File: config.mk
export PLATFORM = sky130hd
export DESIGN_NAME = game_round_sequencer
export DESIGN_NICKNAME = d
export VERILOG_FILES = /design/src/rtl/game_seq_pkg.sv /design/src/rtl/frame_timer.sv /design/src/rtl/game_round_sequencer.sv
export SDC_FILE = /design/constraint.sdc
export NUM_CORES = 1
export LEC_CHECK = 0
export ABC_AREA = 0
export CAP_MARGIN = 20
export CORE_MARGIN = 2
export CORE_UTILIZATION = 30
export DETAILED_ROUTE_END_ITERATION = 8
export GPL_TIMING_DRIVEN = 1
export PLACE_DENSITY_LB_ADDON = 0.3
export REMOVE_ABC_BUFFERS = 1
export SYNTH_ARGS = -nofsm -noshare
export SYNTH_HDL_FRONTEND = slang
export SYNTH_HIERARCHICAL = 1
export SYNTH_SLANG_ARGS = --single-unit
File: constraint.sdc
create_clock -name clk -period 3.28 [get_ports clk]
set_input_delay 0.328 -clock clk [delete_from_list [all_inputs] [get_ports clk]]
set_output_delay 0.328 -clock clk [all_outputs]
set_load 0.1 [all_outputs]
File: src/rtl/game_seq_pkg.sv
// rtl/game_seq_pkg.sv - shared state encoding and defaults for the round sequencer
`timescale 1ns/1ps
package game_seq_pkg;

  typedef enum logic [1:0] {
    IDLE = 2'b00,
    PLAY = 2'b01,
    HIT  = 2'b10,
    OVER = 2'b11
  } game_state_t;

  localparam int START_LIVES_DEF = 3;
  localparam int SCORE_W_DEF     = 10;
  localparam int BONUS_PTS_DEF   = 5;
  localparam int HIT_FRAMES_DEF  = 60;
  localparam int FLASH_DIV_DEF   = 4;

  // Bits needed to hold a frame count of 0..frames-1
  function automatic int timer_width(input int frames);
    return (frames < 2) ? 1 : $clog2(frames);
  endfunction

endpackage

File: src/rtl/frame_timer.sv
// rtl/frame_timer.sv - startOfFrame counter with done pulse and flash toggle strobe
`timescale 1ns/1ps
module frame_timer #(
  parameter int CNT_W = 6
) (
  input  logic             clk,
  input  logic             resetN,
  input  logic             tick,
  input  logic             clear,
  input  logic             enable,
  input  logic [CNT_W-1:0] done_count,
  input  logic [CNT_W-1:0] flash_div,
  output logic             done,
  output logic             flash_strobe
);

  logic [CNT_W-1:0] count;
  logic [CNT_W-1:0] flash_cnt;
  logic             step;

  // flash_cnt runs alongside count and tracks count mod flash_div without a divider
  assign step         = enable & tick;
  assign done         = step && (count == done_count);
  assign flash_strobe = step && (flash_cnt == (flash_div - CNT_W'(1)));

  // Frame counters: clear wins, wrap to 0 on done so the count never overflows
  always_ff @(posedge clk or negedge resetN) begin
    if (!resetN) begin
      count     <= '0;
      flash_cnt <= '0;
    end else if (clear) begin
      count     <= '0;
      flash_cnt <= '0;
    end else if (step) begin
      count     <= done ? '0 : count + CNT_W'(1);
      flash_cnt <= flash_strobe ? '0 : flash_cnt + CNT_W'(1);
    end
  end

endmodule

File: src/rtl/game_round_sequencer.sv
// rtl/game_round_sequencer.sv - round FSM owning lives, score, freeze/flash/game-over
`timescale 1ns/1ps
module game_round_sequencer
  import game_seq_pkg::*;
#(
  parameter int START_LIVES = START_LIVES_DEF,
  parameter int SCORE_W     = SCORE_W_DEF,
  parameter int BONUS_PTS   = BONUS_PTS_DEF,
  parameter int HIT_FRAMES  = HIT_FRAMES_DEF,
  parameter int FLASH_DIV   = FLASH_DIV_DEF
) (
  input  logic               clk,
  input  logic               resetN,
  input  logic               startOfFrame,
  input  logic               start_key,
  input  logic               obstacle_hit,
  input  logic               bonus_hit,
  output logic [1:0]         game_state,
  output logic [2:0]         lives,
  output logic [SCORE_W-1:0] score,
  output logic               freeze,
  output logic               flash_on,
  output logic               game_over
);

  localparam int CNT_W = timer_width(HIT_FRAMES);

  game_state_t        state, state_n;
  logic [2:0]         lives_n;
  logic [SCORE_W-1:0] score_n;
  logic               flash_n;
  logic               key_q;
  logic               press;
  logic               hit_done;
  logic               flash_strobe;
  logic [SCORE_W:0]   score_sum;

  assign press      = start_key & ~key_q;
  assign game_state = state;
  assign score_sum  = {1'b0, score} + (SCORE_W + 1)'(BONUS_PTS);

  // Counter only runs in HIT; everywhere else it is held cleared
  frame_timer #(.CNT_W(CNT_W)) u_frame_timer (
    .clk          (clk),
    .resetN       (resetN),
    .tick         (startOfFrame),
    .clear        (state != HIT),
    .enable       (state == HIT),
    .done_count   (CNT_W'(HIT_FRAMES - 1)),
    .flash_div    (CNT_W'(FLASH_DIV)),
    .done         (hit_done),
    .flash_strobe (flash_strobe)
  );

  // Next-state, lives, score and flash decisions
  always_comb begin
    state_n = state;
    lives_n = lives;
    score_n = score;
    flash_n = flash_on;
    case (state)
      IDLE: begin
        if (press) begin
          state_n = PLAY;
          lives_n = 3'(START_LIVES);
          score_n = '0;
        end
      end
      PLAY: begin
        flash_n = 1'b0;
        if (bonus_hit)
          score_n = score_sum[SCORE_W] ? '1 : score_sum[SCORE_W-1:0];
        if (obstacle_hit) begin
          if (lives > 3'd1) begin
            lives_n = lives - 3'd1;
            state_n = HIT;
          end else begin
            lives_n = 3'd0;
            state_n = OVER;
          end
        end
      end
      HIT: begin
        if (hit_done) begin
          state_n = PLAY;
          flash_n = 1'b0;
        end else if (flash_strobe) begin
          flash_n = ~flash_on;
        end
      end
      OVER: begin
        if (press) state_n = IDLE;
      end
      default: state_n = IDLE;
    endcase
  end

  // Register state and all outputs; freeze/game_over follow the next state
  always_ff @(posedge clk or negedge resetN) begin
    if (!resetN) begin
      state     <= IDLE;
      lives     <= 3'(START_LIVES);
      score     <= '0;
      freeze    <= 1'b1;
      flash_on  <= 1'b0;
      game_over <= 1'b0;
      key_q     <= 1'b0;
    end else begin
      state     <= state_n;
      lives     <= lives_n;
      score     <= score_n;
      freeze    <= (state_n != PLAY);
      flash_on  <= flash_n;
      game_over <= (state_n == OVER);
      key_q     <= start_key;
    end
  end

endmodule
==> Word-level counts from Yosys, hierarchy flattened <==
Cells that the tools add are included.
Widths: inputs -> output; s select.
{ "op_classes": {"n_lt_le_gt_ge": 1, "bitwise_logic": 4, "mux": 23, "addsub": 4, "n_eq_ne": 12, "reduce_logical": 9} }
{ "ops": {"columns": ["op", "count"], "rows": [
  ["$mux 6", 6],
  ["$mux 10", 3],
  ["$pmux 10 s2", 1],
  ["$add 6x1->6 const B", 2],
  ["$add 10x3->11 const B", 1],
  ["$mux 3", 3],
  ["$mux 2", 4],
  ["$ne 2x2->1 const B", 4],
  ["$pmux 2 s4", 1],
  ["$eq 2x2->1 const B", 3],
  ["$eq 6x2->1 const B", 1],
  ["$eq 6x6->1 const B", 1],
  ["$pmux 3 s2", 1],
  ["$reduce_and 3->1", 2],
  ["$reduce_bool 2->1", 3],
  ["$gt 3x1->1 const B", 1],
  ["$mux 1", 3],
  ["$ne 3x3->1 const B", 1],
  ["$sub 3x1->3 const B", 1],
  ["$and 1x1->1", 2],
  ["$eq 2x1->1 const B", 1],
  ["$logic_and 1x1->1", 2],
  ["$logic_not 2->1", 1],
  ["$ne 2x1->1 const B", 1],
  ["3 further kinds", 4]
]} }
{ "totals": {"out_inout_bits": 18, "regBits": 31, "in_bits": 6} }

==> Logic depth before layout (Yosys ltp) <==
{ "logic_depth": {"ltp_word": 6, "ltp_mapped": 10, "ltp_nobuf": 9} }

==> Modules after synthesis <==
Netlist, hierarchy kept.
{ "modules_own_cells": {"columns": ["mod", "area_each_um2", "instances", "cells_per_inst", "seq_area_each_um2"], "rows": [
  ["game_round_sequencer", 1058.5, 1, 116, 479.2],
  ["frame_timer", 849.6, 1, 93, 300.3]
]} }

==> Least setup slack after synthesis <==
Ideal clock, no wire load.
{ "synth_timing": {"path_type": "reg-to-reg", "startpoint": "register state[1] (netlist: game_state[1])", "endpoint": "register flash_on", "setup_slack_ps": 535, "arrival_time_ps": 2662, "synth_period_minus_slack_ps": 2745, "stages_incl_launch_ff": 10, "t_required_ps": 3197, "path_buffers": 1, "path_cell_list": "dfrtp_1 -> buf_2 -> nand2_1 -> inv_1 -> and2_0 -> nand4_1 -> a2111oi_4 -> nor4b_1 -> a21oi_1 -> o21ai_0"} }
{ "synth_via": {"elab_chain_len": 5, "elab_cells_between_ends": 10, "classes_between": "3 x eq/ne; 2 x mux; 1 x bitwise; 4 x reduce/logical"} }
{ "synth_rtl": {"columns": ["element", "line", "source"], "rows": [
  ["from (decl)", "game_round_sequencer.sv:28", "game_state_t state, state_n;"],
  ["from (signal assigned)", "game_round_sequencer.sv:109", "state <= state_n;"],
  ["$eq 2x2->1", "game_round_sequencer.sv:48", ".enable (state == HIT),"],
  ["$and 1x1->1", "frame_timer.sv:22", "assign step = enable & tick;"],
  ["$logic_and 1x1->1", "frame_timer.sv:24", "assign flash_strobe = step && (flash_cnt == (flash_div - CNT_W'(1)));"],
  ["named net flash_strobe", "game_round_sequencer.sv:35", "logic flash_strobe;"],
  ["$ne 3x3->1 (no source line)", null, null],
  ["$reduce_and 2->1 (no source line)", null, null],
  ["to (signal assigned)", "game_round_sequencer.sv:113", "flash_on <= flash_n;"],
  ["to (decl)", "game_round_sequencer.sv:22", "output logic flash_on,"]
]} }
The timed path passes the listed nets, and every way through them passes these cells.
A chain may end at the register's enable or synchronous reset.

==> Worst setup path in the final report <==
{ "layout_timing": {"startpoint": "register state[0] (netlist: game_state[0])", "endpoint": "register flash_on"} }
{ "layout_via": {"elab_chain_len": 5, "elab_cells_between_ends": 10, "classes_between": "3 x eq/ne; 2 x mux; 1 x bitwise; 4 x reduce/logical"} }
{ "layout_rtl": {"columns": ["element", "line", "source"], "rows": [
  ["$eq 2x2->1 (*)", "game_round_sequencer.sv:48", null],
  ["$and 1x1->1 (*)", "frame_timer.sv:22", null],
  ["$logic_and 1x1->1 (*)", "frame_timer.sv:23", "assign done = step && (count == done_count);"],
  ["named net hit_done", "game_round_sequencer.sv:34", "logic hit_done;"],
  ["$mux 1 / $ne 3x3->1 (equally long branches)", null, null],
  ["$pmux 1 s2 / $reduce_and 2->1 (equally long branches)", null, null]
]} }
Mark *: on every way through the listed nets, which the timed path passes. The rest lies on a longest branch.

==> results.ini <==
[status]
status=completed

[finish]
drive_above_1_share_pct=9.266
n_antenna_cell=0
final_area_um2=2425
fillers=653
syn_to_final_growth_pct=27.08
regArea_um2=779.5
final_cell_mix=dfrtp_1, o21ai_0, conb_1
multi_input_area_um2=1142
final_common_cell=dfrtp_1
nets=270

[synthesis]
synth_warnings=6
synth_edf_count=0
synth_seq_cells=31
syn_area_um2=1908
ys.flop_type=dfrtp_1
seq_area_frac_synth_pct=40.85
yosys.area.top_type=dfrtp_1
yosys.cell_types.count=49
syn_area_per_cell_um2=9.130
synth_top_area_share_pct=36.72
postSynthCellCount=209
synthArstFlopShare_pct=100.0
yosys-top-cells-area=dfrtp_1, o21ai_0, xor2_1, dfstp_2, ha_1

[worst_hold_path]
min_path_type=input port to asynchronous set/reset pin

[power_and_ir_drop]
combPwrFrac_pct=51.7
seqPwrFrac_pct=29.0
switching_share_pct=51.01
power_switching_mw=1.036
clkPwrFrac_pct=19.3
peakVddDrop_mv=0.4988
power.internal_mw=0.9952
power_density_nw_per_um2=837.7
leakage_nw=1.040

[die]
core-area_um2=6241
ioPinCount=24
die_w_um=83.75
rows=29
fp.dieArea_um2=7014
fp.dieH_um=83.75
start_util_pct=30.57

[global_routing]
overflow=0
grtUsageMet2_pct=20.80
use_met1_pct=14.78
grt_antenna_before_repair=0
use_met3_pct=3.561
grt_pass1_vias=1584
grt_util_all_layers_pct=12.35
grt_max_degree=32
grt-busiest-layer=met2
grt_pass1_wl_um=7024

[clocking]
cts_tree=built
clk_pin_slew_worst_paths_ns=0.07
cts-buffers-inserted=5
insertion_delay_ns=0.28
clockRootBuffer=clkbuf_8
cts_hold_buffers=0
cts_setup_buffers=0
ctsResizeCount=0
clk_path_buf_depth=2
htreeDepth=2
cts.sinks=31

[worst_setup_path]
ff2ff_setup_slack_ns=0.73
r2r.worst_path.cells=10
worst_ep_arrival_time_ns=2.70
cp_cell_sequence=inv_1 > nand2_1 > inv_1 > and2_0 > buf_4 > nand4_1 > nor4_1 > nor2_1 > o211ai_1 > o21ai_0
path_common_cell=inv_1
r2r_start=game_state[0]$_DFF_PN0_
slowest_delay_ns=0.64
cp.required_ns=3.43
crit_type=flip-flop to flip-flop
startpoint_type=flip-flop
crit_path_end_kind=flip-flop
cp_max_fo=13
crit_slowest_cell=nor4_1
r2r-end=flash_on$_DFFE_PN0P_

[routing]
drt-initial-drc-count=63
drc=0
via_per_inst=4.815
drt_pass1_iterations=4
wl_per_cell_um=11.95
drtAntennaViolNets=0
wl_um=4015
vias=1618

[placement]
place_congestion=0.7616
portBuffers=23
pre_cts_slack_ns=0.7470
hpwl_um=2911
placed_area_um2=2307

[sta]
worst_slack_ns=0.7324
final-setup-viol-count=0
final-max-slew-violation-count=0
relSlewSlack_pct=35.05
tightestPinTransition_ns=0.9712
clock.fmax_mhz=392.5
hold_slack_ns=0.4338
hold_viol_final=0
rsz0062_at_grt=false
period_needed_ns=2.548
fin_setup_tns_ns=0
skew_ns=0.007212
period_share_pct=77.67

[run]
max-cap-violations=0

per-layer routing:
metal	part of all wire (%)	vias up
met2	49	32
met1	46	754
met3	3.8	6
met5	0	-
met4	1.5	0
li1	-	826
area by class of cell:
class	instances	area share (%)
Multi-Input combinational cell	183	47.11
Sequential cell	31	32.15
Timing Repair Buffer	26	10.22
Tap cell	77	3.973
Clock buffer	6	3.406
Inverter	11	1.703
Clock inverter	2	1.445
through the flow:
step	utilization (%)	cells	power, mW
floorplan	-	225	1.391
global placement	36.97	328	1.642
global route	38.85	336	2.155
finish	38.85	336	2.031
detailed placement	36.97	328	1.649
CTS	38.85	336	2.052
kinds of logic after synthesis:
kind of cell | count (synthesis) | synth area share, %
xor+xnor | 18 | 8.262
mux | 2 | 1.115
buf+inv | 17 | 3.607
compound gates | 63 | 22.23
other cells | 2 | 0.3936
flops | 31 | 40.85
simple gates | 70 | 19.61
fa+ha+maj | 6 | 3.934
synth_stat cells, types with 4 or more instances:
cell type,instances
nor4_1,4
nand3_1,8
a22o_1,4
a21oi_1,10
xnor2_1,8
inv_1,11
nor2_1,16
buf_2,4
ha_1,6
nand3b_1,7
nand2_1,13
xor2_1,10
o21ai_0,24
dfrtp_1,28
how the worst max path moves through the flow:
stage / start / end / slack (ns) / cells past startpoint
2_1_floorplan: game_state[1]$_DFF_PN0_ / flash_on$_DFFE_PN0P_ / 0.009 / 8
3_3_place_gp: startOfFrame / flash_on$_DFFE_PN0P_ / 0.89 / 8
3_5_place_dp: game_state[0]$_DFF_PN0_ / flash_on$_DFFE_PN0P_ / 0.75 / 10
4_1_cts: game_state[0]$_DFF_PN0_ / flash_on$_DFFE_PN0P_ / 0.73 / 10
5_1_grt: game_state[0]$_DFF_PN0_ / flash_on$_DFFE_PN0P_ / 0.39 / 10
6_report: game_state[0]$_DFF_PN0_ / flash_on$_DFFE_PN0P_ / 0.73 / 10
power groups by stage:
stage,combinational [mW],clock [mW],sequential (mW)
6_report,1.05,0.392,0.589
3_3_place_gp,1.05,0,0.591
2_1_floorplan,0.324,0,1.07
5_1_grt,1.12,0.423,0.609
3_5_place_dp,1.05,0,0.597
4_1_cts,1.06,0.405,0.590
sequential cells by signal, summed over array words and instances, names as in the netlist:
signal and flops:
u_frame_timer/count 6, lives 3, freeze 1, game_state 2
u_frame_timer/flash_cnt 6, key_q 1, game_over 1, flash_on 1
score 10
worst max-delay path: cells and delay by family (launching register included):
kind | cells | cell delay [ns]
buf+inv | 3 | 0.48
simple gates | 5 | 1.13
flops | 1 | 0.51
compound gates | 2 | 0.30
Power figures use the tool's default switching activity.
